--- src/rtl/cam_datapath.sv ---
// Storage half of the 8-entry fully associative CAM.
// Holds key/value/valid/age per entry and applies controller strobes.
module cam_datapath #(
  parameter int camsize_p   = 8,
  parameter int key_width_p = 16,
  parameter int val_width_p = 16,
  parameter int lru_p       = 7
) (
  input  logic                                 clk_i,
  input  logic                                 reset_i,
  input  logic [key_width_p-1:0]               key_i,
  input  logic [val_width_p-1:0]               val_i,
  output logic [val_width_p-1:0]               val_o,
  output logic                                 err_o,
  output logic [camsize_p-1:0]                 hits_d_c,
  output logic [camsize_p-1:0]                 valids_d_c,
  output logic [camsize_p-1:0][2:0]            lrus_d_c,
  input  logic [$clog2(camsize_p)-1:0]         read_idx_c_d,
  input  logic [camsize_p-1:0]                 write_c_d,
  input  logic [camsize_p-1:0]                 read_c_d,
  input  logic [camsize_p-1:0]                 increment_lru_c_d
);

  localparam logic [2:0] lru_c = 3'(lru_p);

  logic [key_width_p-1:0]     key_q [camsize_p];
  logic [key_width_p-1:0]     key_d [camsize_p];
  logic [val_width_p-1:0]     val_q [camsize_p];
  logic [val_width_p-1:0]     val_d [camsize_p];
  logic [camsize_p-1:0]       valid_q, valid_d;
  logic [camsize_p-1:0][2:0]  age_q, age_d;
  logic                       err_q, err_d;
  logic                       viol;

  always_comb begin
    hits_d_c = '0;
    for (int i = 0; i < camsize_p; i++) begin
      hits_d_c[i] = valid_q[i] && (key_q[i] == key_i);
    end
  end

  assign val_o      = val_q[read_idx_c_d];
  assign valids_d_c = valid_q;
  assign lrus_d_c   = age_q;
  assign err_o      = err_q;

  // Strobe beats increment; age saturates at the LRU value.
  always_comb begin
    valid_d = valid_q;
    age_d   = age_q;
    for (int i = 0; i < camsize_p; i++) begin
      key_d[i] = key_q[i];
      val_d[i] = val_q[i];
      if (write_c_d[i]) begin
        key_d[i]   = key_i;
        val_d[i]   = val_i;
        valid_d[i] = 1'b1;
        age_d[i]   = '0;
      end else if (read_c_d[i]) begin
        age_d[i] = '0;
      end else if (increment_lru_c_d[i] && age_q[i] != lru_c) begin
        age_d[i] = age_q[i] + 3'd1;
      end
    end
  end

  always_comb begin
    viol = ((write_c_d & (write_c_d - 1'b1)) != '0)
        || ((read_c_d & (read_c_d - 1'b1)) != '0)
        || ((write_c_d != '0) && (read_c_d != '0))
        || ((hits_d_c & (hits_d_c - 1'b1)) != '0);
    err_d = err_q | viol;
  end

  always_ff @(posedge clk_i or posedge reset_i) begin
    if (reset_i) begin
      for (int i = 0; i < camsize_p; i++) begin
        key_q[i] <= '0;
        val_q[i] <= '0;
      end
      valid_q <= '0;
      age_q   <= '0;
      err_q   <= 1'b0;
    end else begin
      for (int i = 0; i < camsize_p; i++) begin
        key_q[i] <= key_d[i];
        val_q[i] <= val_d[i];
      end
      valid_q <= valid_d;
      age_q   <= age_d;
      err_q   <= err_d;
    end
  end

endmodule

--- config.mk ---
export PLATFORM = sky130hd
export DESIGN_NAME = cam_datapath
export DESIGN_NICKNAME = d
export VERILOG_FILES = /design/src/rtl/cam_datapath.sv
export SDC_FILE = /design/constraint.sdc
export NUM_CORES = 1
export LEC_CHECK = 0
export BUFFER_PORTS_ARGS = -buffer_cell sky130_fd_sc_hd__buf_2
export CORE_ASPECT_RATIO = 1.75
export CORE_MARGIN = 1.5
export CORE_UTILIZATION = 40
export CTS_BUF_LIST = sky130_fd_sc_hd__clkbuf_8
export CTS_CLUSTER_DIAMETER = 120
export CTS_CLUSTER_SIZE = 16
export DETAILED_ROUTE_END_ITERATION = 8
export GPL_ROUTABILITY_DRIVEN = 0
export GPL_TIMING_DRIVEN = 0
export SYNTH_ARGS = -nofsm -noshare
export SYNTH_HDL_FRONTEND = slang
export SYNTH_SLANG_ARGS = --single-unit
export TNS_END_PERCENT = 5
--- constraint.sdc ---
create_clock -name clk_i -period 9.4 [get_ports clk_i]
set_input_delay 1.88 -clock clk_i [delete_from_list [all_inputs] [get_ports clk_i]]
set_output_delay 1.88 -clock clk_i [all_outputs]
set_load 0.01 [all_outputs]
# After elaboration in Yosys (flattened, before gate mapping)
# Index checks and enable logic that the tools add are counted.
[word_totals]
input_bits = 61
register_bits = 289
out_inout_bits = 57
word_cells = 126
[op_classes]
reduce_logical = 33
n_bitwise = 5
n_eq_ne = 16
n_mux = 27
n_lt_le_gt_ge = 1
add_sub_neg = 11
[ops]
columns = ["operator", "count"]
rows = [
  ["$eq 16x16->1", 8],
  ["$mux 3", 24],
  ["$bmux 16 s3", 1],
  ["$reduce_bool 8->1", 5],
  ["$mux 16", 2],
  ["$add 3x1->3 const B", 8],
  ["$and 8x8->8", 3],
  ["$ne 3x3->1 const B", 8],
  ["$reduce_bool 3->1", 8],
  ["$sub 8x1->8 const B", 3],
  ["$logic_and 1x1->1", 17],
  ["$ge 4x4->1 const B", 1],
  ["$not 3->4", 1],
  ["$logic_or 1x1->1", 3],
  ["$or 1x1->1", 1],
]

# Depth between registers and ports, before layout
# Gate-level depths: netlist of run 1.
[depth]
word_depth = 7
ltp_mapped = 9

# Least setup slack after synthesis of run 1
# Ideal clock, no wire load.
[synth_path]
path_type = "in2out"
startpoint = "input port read_idx_c_d[0]"
endpoint = "output port val_o[0]"
required_ps = 7520
cell_stages = 4
arrival_time_ps = 3210
path_buffers = 2
slack_ps = 4310
path_cell_list = "clkbuf_1 > buf_2 > mux4_2 > mux2_2"
[synth_between]
elab_chain_cells = 4
[synth_rtl]
columns = ["item", "line_no", "source"]
rows = [
  ["start, declared", "18", "input logic [$clog2(camsize_p)-1:0] read_idx_c_d,"],
  ["$not 3->4 (implied by the code)", "42", "assign val_o = val_q[read_idx_c_d];"],
  ["$bmux 16 s3", "42", ""],
  ["$mux 16 (implied by the code) (2 in a row)", "42", ""],
  ["end, declared", "13", "output logic [val_width_p-1:0] val_o,"],
]
# Every way passes these cells. The select of a mux whose other input is x is not followed.

# Final worst setup path of run 1
[layout_path]
startpoint = "input port key_i[6]"
endpoint = "output port hits_d_c[5]"
[layout_between]
elab_chain_cells = 2
[layout_rtl]
columns = ["item", "line_no", "source"]
rows = [
  ["start, declared", "11", "input logic [key_width_p-1:0] key_i,"],
  ["$eq 16x16->1", "38", "hits_d_c[i] = valid_q[i] && (key_q[i] == key_i);"],
  ["$logic_and 1x1->1", "38", ""],
  ["end, declared", "15", "output logic [camsize_p-1:0] hits_d_c,"],
]
# Every way passes these cells.

==> results of run 1 <==
==> layer usage <==
layer	share of wire [%]	routed length (um)	track usage [%]	vias up
met2	57	19400	39.3	124
met3	3.1	1050	2.34	57
met5	0.065	22	0	-
met4	3.3	1110	7.40	4
met1	37	12500	21.7	4168
li1	-	-	-	3633
==> logic make-up (layout without fill, tap and decap cells) <==
| kind of cell | count (synthesis) | after routing |
|---|---|---|
| flops | 289 | 289 |
| xor+xnor | 136 | 136 |
| simple gates | 100 | 100 |
| buf+inv | 79 | 210 |
| fa+ha+maj | 19 | 19 |
| compound gates | 15 | 15 |
| other cells | 0 | 1 |
| mux | 320 | 320 |
==> cell type report <==
type | instances | area, um2
Fill cell | 3130 | 18400
Clock buffer | 23 | 317
Antenna cell | 1 | 2.50
Sequential cell | 289 | 7230
Tap cell | 455 | 569
Timing Repair Buffer | 106 | 651
Inverter | 6 | 26.3
Multi-Input combinational cell | 590 | 6080
Buffer | 73 | 300
Clock inverter | 2 | 20.0
==> critical path, cell delays in order <==
cell and delay [ps]:
buf_2 270, clkbuf_1 650, xnor2_1 190, nand3_1 80
nor4_1 610, nand3_1 310, inv_1 180, buf_2 150
==> state kept, by name, indices dropped and copies added, names as in the netlist <==
| name | count |
|---|---|
| key_q | 128 |
| val_q | 128 |
| lrus_d_c | 24 |
| valids_d_c | 8 |
| err_o | 1 |
==> how the worst min path moves through the flow <==
| stage | startpoint | end | depth (start not counted) |
|---|---|---|---|
| 2_1_floorplan | val_q[16] | val_q[16] | 1 |
| 3_3_place_gp | valids_d_c[1] | valids_d_c[1] | 1 |
| 3_5_place_dp | valids_d_c[2] | valids_d_c[2] | 1 |
| 4_1_cts | valids_d_c[2] | valids_d_c[2] | 1 |
| 5_1_grt | valids_d_c[2] | valids_d_c[2] | 1 |
| 6_report | valids_d_c[2] | valids_d_c[2] | 1 |
==> power by group <==
| part | leakage, nW | internal [mW] | switching, mW |
|---|---|---|---|
| Clock | 0.178 | 0.225 | 0.409 |
| Combinational | 2.65 | 0.229 | 0.202 |
| Sequential | 3.40 | 1.35 | 0.0644 |
==> cells in the final DEF, fill, tap and decap left out, types with 5 or more instances in the layout <==
cell,netlist,final
nor4_1,9,9
nand3_1,8,8
dfrtp_1,289,289
inv_1,5,5
nor2b_1,8,8
buf_12,0,8
xor2_1,12,12
mux2i_1,16,16
nand4_1,24,24
clkbuf_8,0,23
nor3_1,27,27
mux2_2,272,272
buf_1,14,14
ha_1,16,16
or2_2,8,8
mux4_2,32,32
buf_2,18,116
clkbuf_1,40,40
xnor2_1,124,124
==> metrics.yaml, run 1 <==
run_status:
  status: "finished, final reports clean"
detailed_routing:
  drcViolationCount: 0
  routed_via_density: 5.17
  drt_iter0_markers: 262
  wire_per_inst_um: 22.1
  dr.pass1.iters: 4
  antenna_left: 0
  wl_um: 34100
  vias: 7986
final_layout:
  drive_above_1_share_pct: 43.2
  area_growth_syn_to_layout_pct: 11.5
  fin_area_um2: 15200
  layout.cells.non_filler: 1545
  utilization_pct: 45.2
  fin_nets: 1165
synth:
  synthMuxAreaShare_pct: 28.9
  synth_top_family_by_area: "multiplexers"
  synth_compound_area_share_pct: 0.780
  synth_cells: 958
  synth_fa_ha_area_share_pct: 1.69
  netlist_area_um2: 13600
  async_flop_share_pct: 100
  synth_warnings: 0
  synth-simple-area-share_pct: 4.48
  synth.most_common_cell: "dfrtp_1"
  synthXorXnorAreaFrac_pct: 8.73
  synth_area_leaders: "dfrtp_1 (53%), mux2_2 (22%), xnor2_1 (8.0%), mux4_2 (5.3%), ha_1 (1.5%)"
  yosysTopAreaCellShare_pct: 53.0
  synth_common_cells: "dfrtp_1 (289), mux2_2 (272), xnor2_1 (124)"
  synth_nets: 1035
  synth_ff_type: "dfrtp_1"
  synth_edf_count: 0
  yosysTopAreaCell: "dfrtp_1"
  ys_seq_elements: 289
  avgSynthCellArea_um2: 14.2
  ys_seq_area_share_pct: 53.0
  yosysUniqueCellTypes: 39
setup_path:
  critPathArrivalTime_ps: 4350
  cp-endpoint: "hits_d_c[5]"
  worstPathMaxFanout: 10
  cp.required_ps: 7520
  startpoint: "key_i[6]"
  r2r_slack_ps: 7100
  path_class: "input port to primary output"
  endpoint_kind: "primary output"
  reg2reg_from: "key_q[96]"
  reg2reg_depth: 7
  r2r_end: "err_o"
  worstSetupStartpointType: "input port"
timing:
  fin_tns_setup_ps: 0
  timing.final.max_slew_violations: 0
  max_slew_margin_pct: 36.2
  finalHoldViolCount: 0
  setup_viol: 0
  max_freq_mhz: 160
  period_share_pct: 66.3
  tightest_slew_ps: 958
  hold-worst-slack_ps: 503
  clock_skew_ps: 50.2
  layout_setup_ws_ps: 3170
  rsz0062_at_grt: "no"
  period_needed_ps: 6230
place:
  pre_cts_ws_ps: 3140
  place_area_um2: 14900
  io_buffers: 98
  dp.cells: 1519
  hpwl_um: 25600
clock_network:
  clk_path_buf_depth: 3
  cts_made_buffers: 22
  cts_tree: "yes"
  cts_resized: 0
  hold_buffers: 0
  clockRootBuffer: "clkbuf_8"
  cts_max_level: 1
  cts_setup_buffers: 0
  path_clk_slew_ps: 100
  cts_sinks: 289
  clock_latency_ps: 580
power:
  power_mw: 2.49
  cellLeakagePower_nw: 6.23
  irDropWorstVdd_mv: 0.0695
  power.density_nw_per_um2: 164
floorplanning:
  rows: 89
  ios: 118
  die_area_um2: 35300
  coreArea_um2: 33600
  dieHeight_um: 247
  initial_utilization_pct: 40.5
  die_w_um: 143
global_route:
  antenna_found_initial: 3
  grt_usage_pct: 20.1
  grt_max_degree: 41
  grt_pass1_wl_um: 52200
  grt_pass1_vias: 8485
  gr-total-overflow: 0
run:
  cap_violations: 0
min_path:
  hold_class: "register to register"
Note: power is estimated with default switching activity, not from simulation.
==> run 2: changes to the inputs <==
--- a/config.mk
+++ b/config.mk
@@ -5,6 +5,7 @@
 export SDC_FILE = /design/constraint.sdc
 export NUM_CORES = 1
 export LEC_CHECK = 0
+export ABC_AREA = 1
 export BUFFER_PORTS_ARGS = -buffer_cell sky130_fd_sc_hd__buf_2
 export CORE_ASPECT_RATIO = 1.75
 export CORE_MARGIN = 1.5
==> constraint.sdc (replaced) <==
create_clock -name clk_i -period 6.55 [get_ports clk_i]
set_input_delay 1.31 -clock clk_i [delete_from_list [all_inputs] [get_ports clk_i]]
set_output_delay 1.31 -clock clk_i [all_outputs]
set_load 0.01 [all_outputs]
==> run 2 against run 1 <==
  * Wire length grew 64%
  * Non-clock buffer count grew 44
  * Worst setup slack worse by 1100 ps
  * Register-to-register slack worse by 2400 ps
  * Sequential share of layout area decreased by 4.5 points
  * First-iteration DRC count grew to 4.3 times the previous value
  * Final area is 11% higher
  * Synthesized area grew 12%
  * Critical endpoint is now val_o[11]
  * Largest cell class unchanged
  * Largest power group unchanged
==> metrics.yaml, run 2 <==
run_status:
  status: "finished, final reports clean"
power:
  p_int_mw: 2.46  # +36%
  clock_power_share_pct: 25.6  # about the same
  power_switching_mw: 1.22  # +80%
  irDropWorstVdd_mv: 0.148  # +110%
  cellLeakagePower_nw: 8.92  # +43%
  power.density_nw_per_um2: 219  # +34%
  p_sw_share_pct: 33.1  # +5.9 points
  seqPwrFrac_pct: 54.5  # -2.6 points
  combPwrFrac_pct: 19.9  # +2.5 points
synth:
  synth_edf_count: 0  # unchanged
  synth_warnings: 0  # unchanged
  yosysTopAreaCellShare_pct: 47.3  # -5.7 points
  synth_area_leaders: "dfrtp_1 (47%), nand2_1 (20%), o21ai_0 (10%), inv_1 (5.7%), nor2_1 (4.1%)"
  ys_seq_area_share_pct: 47.3  # -5.7 points
  yosysUniqueCellTypes: 34  # -13%
  yosysTopAreaCell: "dfrtp_1"
  avgSynthCellArea_um2: 7.09  # -50%
  synth.most_common_cell: "nand2_1"
  synth_ff_type: "dfrtp_1"
  async_flop_share_pct: 100  # unchanged
  synth_cells: 2155  # +120%
  synth_nets: 2232  # +120%
  ys_seq_elements: 289  # unchanged
  netlist_area_um2: 15300  # +12%
  synth_common_cells: "nand2_1 (817), o21ai_0 (315), dfrtp_1 (289)"
place:
  hpwl_um: 41800  # +64%
  dp.cells: 2732  # +80%
  io_buffers: 90  # -8.2%
setup_path:
  crit_path_frequent_cell: "buf_2"
  crit_chain: "buf_2 > inv_1 > buf_2 > clkbuf_1 > o21ai_0 > a21oi_1 > a31oi_1 > buf_2"
  worstSetupStartpointType: "input port"
  worstPathMaxFanout: 10  # unchanged
  cp_top_family: "buffers and inverters"
  reg2reg_from: "key_q[91]"
  cpPeakStageDelay_ps: 450  # -200 ps
  endpoint_kind: "primary output"
  r2r_slack_ps: 4710  # -2390 ps
  critPathArrivalTime_ps: 3190  # -1160 ps
  reg2reg_depth: 11  # +4
  cpMaxStageDelayCell: "clkbuf_1"
  r2r_end: "err_o"
  crit_cells: 8  # unchanged
  cp.required_ps: 5240  # -2280 ps
  path_class: "input port to primary output"
  crit_buf_inv: 5  # +1
  startpoint: "read_idx_c_d[0]"
floorplanning:
  die_w_um: 151  # +5.7%
  rows: 94  # +5.6%
  dieHeight_um: 262  # +5.8%
  ios: 118  # unchanged
  die_area_um2: 39400  # +12%
  initial_utilization_pct: 40.6  # about the same
  coreArea_um2: 37600  # +12%
timing:
  clock_skew_ps: 43.8  # -6.45 ps
  period_needed_ps: 4500
  finalHoldViolCount: 0  # unchanged
  rsz0062_at_grt: "no"
  max_freq_mhz: 222
  max_slew_margin_pct: 39.2  # +3.0 points
  period_share_pct: 68.7
  setup_viol: 0  # unchanged
  hold-worst-slack_ps: 475  # -28.3 ps
  timing.final.max_slew_violations: 0  # unchanged
  tightest_slew_ps: 913  # -45.0 ps
final_layout:
  fillers: 3968  # +27%
  final_common_cell: "nand2_1"
  fin_nets: 2353  # +100%
  drive_above_1_share_pct: 8.30  # -35 points
  mostFrequentLayoutCells: "nand2_1 (817), o21ai_0 (315), dfrtp_1 (289)"
  area_growth_syn_to_layout_pct: 10.0
  layout.cells.non_filler: 2758  # +79%
detailed_routing:
  drt_iter0_markers: 1117  # +330%
  routed_via_density: 5.26  # +1.7%
  antenna_left: 0  # unchanged
  vias: 14500  # +81%
  wl_um: 55900  # +64%
  dr.pass1.iters: 6  # +2
  wire_per_inst_um: 20.3  # -8.2%
  drcViolationCount: 0  # unchanged
clock_network:
  cts_max_level: 1  # unchanged
  clk_path_buf_depth: 3  # unchanged
  cts_sinks: 289  # unchanged
  hold_buffers: 0  # unchanged
  cts_made_buffers: 22  # unchanged
  cts_tree: "yes"
  clockRootBuffer: "clkbuf_8"
  cts_resized: 0  # unchanged
  cts_setup_buffers: 0  # unchanged
  clock_latency_ps: 620  # +40 ps
  path_clk_slew_ps: 100  # about the same
global_route:
  grt_usage_pct: 28.8  # +8.7 points
  grt_max_degree: 42  # +2.4%
  antenna_found_initial: 1  # -2
  grt_pass1_wl_um: 83400  # +60%
  gr-total-overflow: 0  # unchanged
  grt_pass1_vias: 14100  # +67%
min_path:
  min-delay-start: "val_q[21]"
  hold_class: "register to register"
  hold_path_depth: 2  # +1
  worst_hold_path.endpoint: "val_q[21]"
run:
  cap_violations: 0  # unchanged
==> run 2: worst max path at each step <==
stage | end | slack (ps)
after floorplan | err_o | 1410
after global placement | val_q[97] | -550
after detailed placement | val_o[11] | 2050
after CTS | val_o[11] | 2050
after global routing | val_o[11] | 1990
final | val_o[11] | 2050
==> run 2: area by class of cell <==
class	instances	area (um2)	area share (%)
antenna	1	2.50	0.0149
buffer	126	583	3.47
clock buffer	22	303	1.80
clock inverter	3	28.8	0.171
inverter	242	912	5.43
multi-input combinational	1498	6550	39.0
sequential	289	7230	43.0
tap	480	601	3.57
timing repair buffer	97	591	3.51
==> run 2: kinds of logic (layout without fill, tap and decap cells) <==
logic type,count (synthesis),after routing,synth area share (%)
AOI/OAI and AO/OA,405,405,13.6
DFF,289,289,47.3
xor gates and xnor gates,18,18,1.03
buffers and inverters,368,490,9.76
and+or+nand+nor,1059,1059,26.9
adders and majority gates,16,16,1.31
other,0,1,0
==> run 2: power groups by stage <==
stage | clock network [mW] | registers (mW) | logic, mW
after floorplan | 0 | 2.02 | 0.471
after global placement | 0 | 2.03 | 0.703
after detailed placement | 0 | 2.04 | 0.725
after CTS | 0.962 | 2.00 | 0.728
after global routing | 1.01 | 2.02 | 0.821
final | 0.941 | 2.00 | 0.730
==> run 2: metal layers <==
metal	wire length [um]	track usage (%)	share of wire, %
met2	28400	50.5	51
met3	2890	3.36	5.2
met5	0	0	0
met1	19700	31.0	35
met4	4910	22.6	8.8
==> run 2: through the flow <==
stage | cell area, um2 | setup TNS (ps) | util, % | setup WS, ps | power, mW
floorplan | 15300 | 0 | - | 1410 | 2.49
global placement | 16300 | -148270 | 43.4 | -548 | 2.74
detailed placement | 16500 | 0 | 43.8 | 2050 | 2.76
CTS | 16800 | 0 | 44.6 | 2050 | 3.69
global route | 16800 | 0 | 44.6 | 1990 | 3.85
finish | 16800 | 0 | 44.6 | 2050 | 3.68
==> run 2: worst register-to-register path, cell delays in order, from the launching register on <==
cell	delay, ps
dfrtp_1	340
inv_1	50
o21ai_0	280
nor2_1	70
nand2_1	60
nor2_1	40
nand3_1	240
nand2_1	90
nor2_1	170
nand2_1	80
nand2_1	70
nand3_1	160
==> run 3: changes to the inputs <==
--- a/config.mk
+++ b/config.mk
@@ -5,7 +5,7 @@
 export SDC_FILE = /design/constraint.sdc
 export NUM_CORES = 1
 export LEC_CHECK = 0
-export ABC_AREA = 1
+export ABC_AREA = 0
 export BUFFER_PORTS_ARGS = -buffer_cell sky130_fd_sc_hd__buf_2
 export CORE_ASPECT_RATIO = 1.75
 export CORE_MARGIN = 1.5
==> constraint.sdc (replaced) <==
create_clock -name clk_i -period 4.15 [get_ports clk_i]
set_input_delay 0.83 -clock clk_i [delete_from_list [all_inputs] [get_ports clk_i]]
set_output_delay 0.83 -clock clk_i [all_outputs]
set_load 0.01 [all_outputs]
==> run 3 against run 2 <==
  * Final area is 9.6% lower
  * Clock power up 53%
  * Largest power group unchanged
  * Worst setup slack got worse by 1800 ps
  * Sequential share of layout area rose by 4.5 points
  * Non-clock buffer count decreased by 46
  * Critical path depth is the same
  * Flip-flop and latch count did not move
  * First-iteration DRC count fell by 75%
  * Critical path type unchanged
  * Die area is 11% lower
  * Clock-buffer cell count is 1 higher
==> metrics.yaml, run 3 (synthesis results as in run 1) <==
timing:
  period_share_pct: 93.3
  period_needed_ps: 3870
  hold-worst-slack_ps: 326  # -149 ps
  clock_skew_ps: 47.6  # +3.81 ps
  rsz0062_at_grt: "no"
  max_freq_mhz: 258
  fin_tns_setup_ps: 0  # unchanged
  timing.final.max_slew_violations: 0  # unchanged
  max_slew_margin_pct: 37.2  # -1.9 points
  setup_viol: 0  # unchanged
  layout_setup_ws_ps: 278  # -1770 ps
  finalHoldViolCount: 0  # unchanged
  tightest_slew_ps: 941  # +28.6 ps
setup_path:
  cp.required_ps: 3320  # -1920 ps
  path_class: "input port to primary output"
  worstSetupStartpointType: "input port"
  endpoint_kind: "primary output"
  critPathArrivalTime_ps: 3040  # -150 ps
  worstPathMaxFanout: 10  # unchanged
final_layout:
  layout.cells.non_filler: 1543  # -44%
  fin_nets: 1163  # -51%
  mostFrequentLayoutCells: "dfrtp_1 (289), mux2_2 (272), xnor2_1 (124)"
  area_growth_syn_to_layout_pct: 11.5
  final_common_cell: "dfrtp_1"
  drive_above_1_share_pct: 43.3  # +35 points
floorplanning:
  die_area_um2: 35300  # -11%
  dieHeight_um: 247  # -5.5%
  coreArea_um2: 33600  # -11%
  rows: 89  # -5.3%
  initial_utilization_pct: 40.5  # about the same
  ios: 118  # unchanged
  die_w_um: 143  # -5.4%
clock_network:
  cts_made_buffers: 22  # unchanged
  clockRootBuffer: "clkbuf_8"
  cts_sinks: 289  # unchanged
  cts_tree: "yes"
  clk_path_buf_depth: 3  # unchanged
  path_clk_slew_ps: 100  # about the same
  clock_latency_ps: 580  # -40 ps
  cts_setup_buffers: 0  # unchanged
  cts_max_level: 1  # unchanged
run_status:
  status: "finished, final reports clean"
global_route:
  grt_pass1_vias: 8468  # -40%
  grt_usage_pct: 20.0  # -8.8 points
  met3_usage_pct: 2.32  # -1.0 points
  gr-total-overflow: 0  # unchanged
  grt_busiest_layer: "met2"
  grt_pass1_wl_um: 52000  # -38%
  antenna_found_initial: 3  # +2
  groute.layer.met1.usage_pct: 21.7  # -9.4 points
  grt_max_degree: 41  # -2.4%
  use_met2_pct: 39.0  # -11 points
detailed_routing:
  antenna_left: 0  # unchanged
  dr.pass1.iters: 4  # -2
  routed_via_density: 5.16  # -1.9%
  wire_per_inst_um: 21.8  # +7.7%
  vias: 7956  # -45%
  drt_iter0_markers: 276  # -75%
  drcViolationCount: 0  # unchanged
  wl_um: 33700  # -40%
power:
  power.density_nw_per_um2: 370  # +69%
  cellLeakagePower_nw: 6.23  # -30%
  irDropWorstVdd_mv: 0.157  # +6.7%
place:
  dp.cells: 1519  # -44%
  pre_cts_ws_ps: -11.2  # -2060 ps
  io_buffers: 98  # +8.9%
  hpwl_um: 25600  # -39%
run:
  cap_violations: 0  # unchanged
min_path:
  hold_class: "input port to asynchronous set/reset pin"
[run 3: cell types whose count changed in the layout (fill, tap and decap cells not counted), moves of 29 or more]
cell	change
a21oi_1	-53
clkbuf_1	-33
inv_1	-226
mux2_2	+272
mux4_2	+32
nand2_1	-814
nand3_1	-29
nor2_1	-164
o21ai_0	-311
xnor2_1	+115
[run 3: per-layer routing]
layer	part of all wire, %	routed length [um]	vias to the layer above
li1	-	-	3631
met1	37	12500	4148
met2	57	19100	118
met3	3.1	1030	55
met4	3.3	1100	4
met5	0.065	22	-
[run 3: report_power, final]
group	leakage (nW)	total, mW	internal, mW	switching, mW
Sequential	3.40	3.21	3.07	0.146
Combinational	2.65	0.973	0.519	0.455
Clock	0.178	1.44	0.511	0.930
Total	6.23	5.63	4.10	1.53
[run 3: path summary, 6_finish.rpt]
check	slack [ps]	from	to	cells after the start
max reg2reg	1860	key_q[96]	err_o	7
max in group asynchronous	2510	reset_i	key_q[65]	6
min reg2reg	500	valids_d_c[1]	valids_d_c[1]	1
min	330	reset_i	lrus_d_c[17]	2
max	280	key_i[14]	hits_d_c[5]	8
min in group clk_i	480	read_c_d[0]	lrus_d_c[0]	2
[run 3: timing repair]
item                                    4_1_cts  5_1_grt
endpoints found under the setup margin        1        1
cloned                                        0        0
hold buffers                                  0        0
gates resized for setup                       0        1
endpoints found under the hold margin         0        0
pin swaps                                     0        0
[run 3: final cells by class]
cell class / count / area, um2
Fill cell: 3127 / 18400
Sequential cell: 289 / 7230
Multi-Input combinational cell: 590 / 6090
Timing Repair Buffer: 106 / 651
Tap cell: 455 / 569
Clock buffer: 23 / 317
Buffer: 71 / 293
Inverter: 6 / 26.3
Clock inverter: 2 / 20.0
Antenna cell: 1 / 2.50
[run 3: through the flow]
stage / cell area, um2 / total power [mW] / util (%)
finish: 15200 / 5.63 / 45.2
global route: 15200 / 5.91 / 45.2
floorplan: 13600 / 3.95 / -
global placement: 14700 / 4.23 / 43.7
CTS: 15200 / 5.71 / 45.2
detailed placement: 14900 / 4.27 / 44.2
[run 3: worst max-delay path, stage by stage]
cell      delay [ps]
buf_2            240
clkbuf_1         550
xnor2_1          200
nand4_1          150
nor4_2           480
nand3_1          270
inv_1            160
buf_2            150
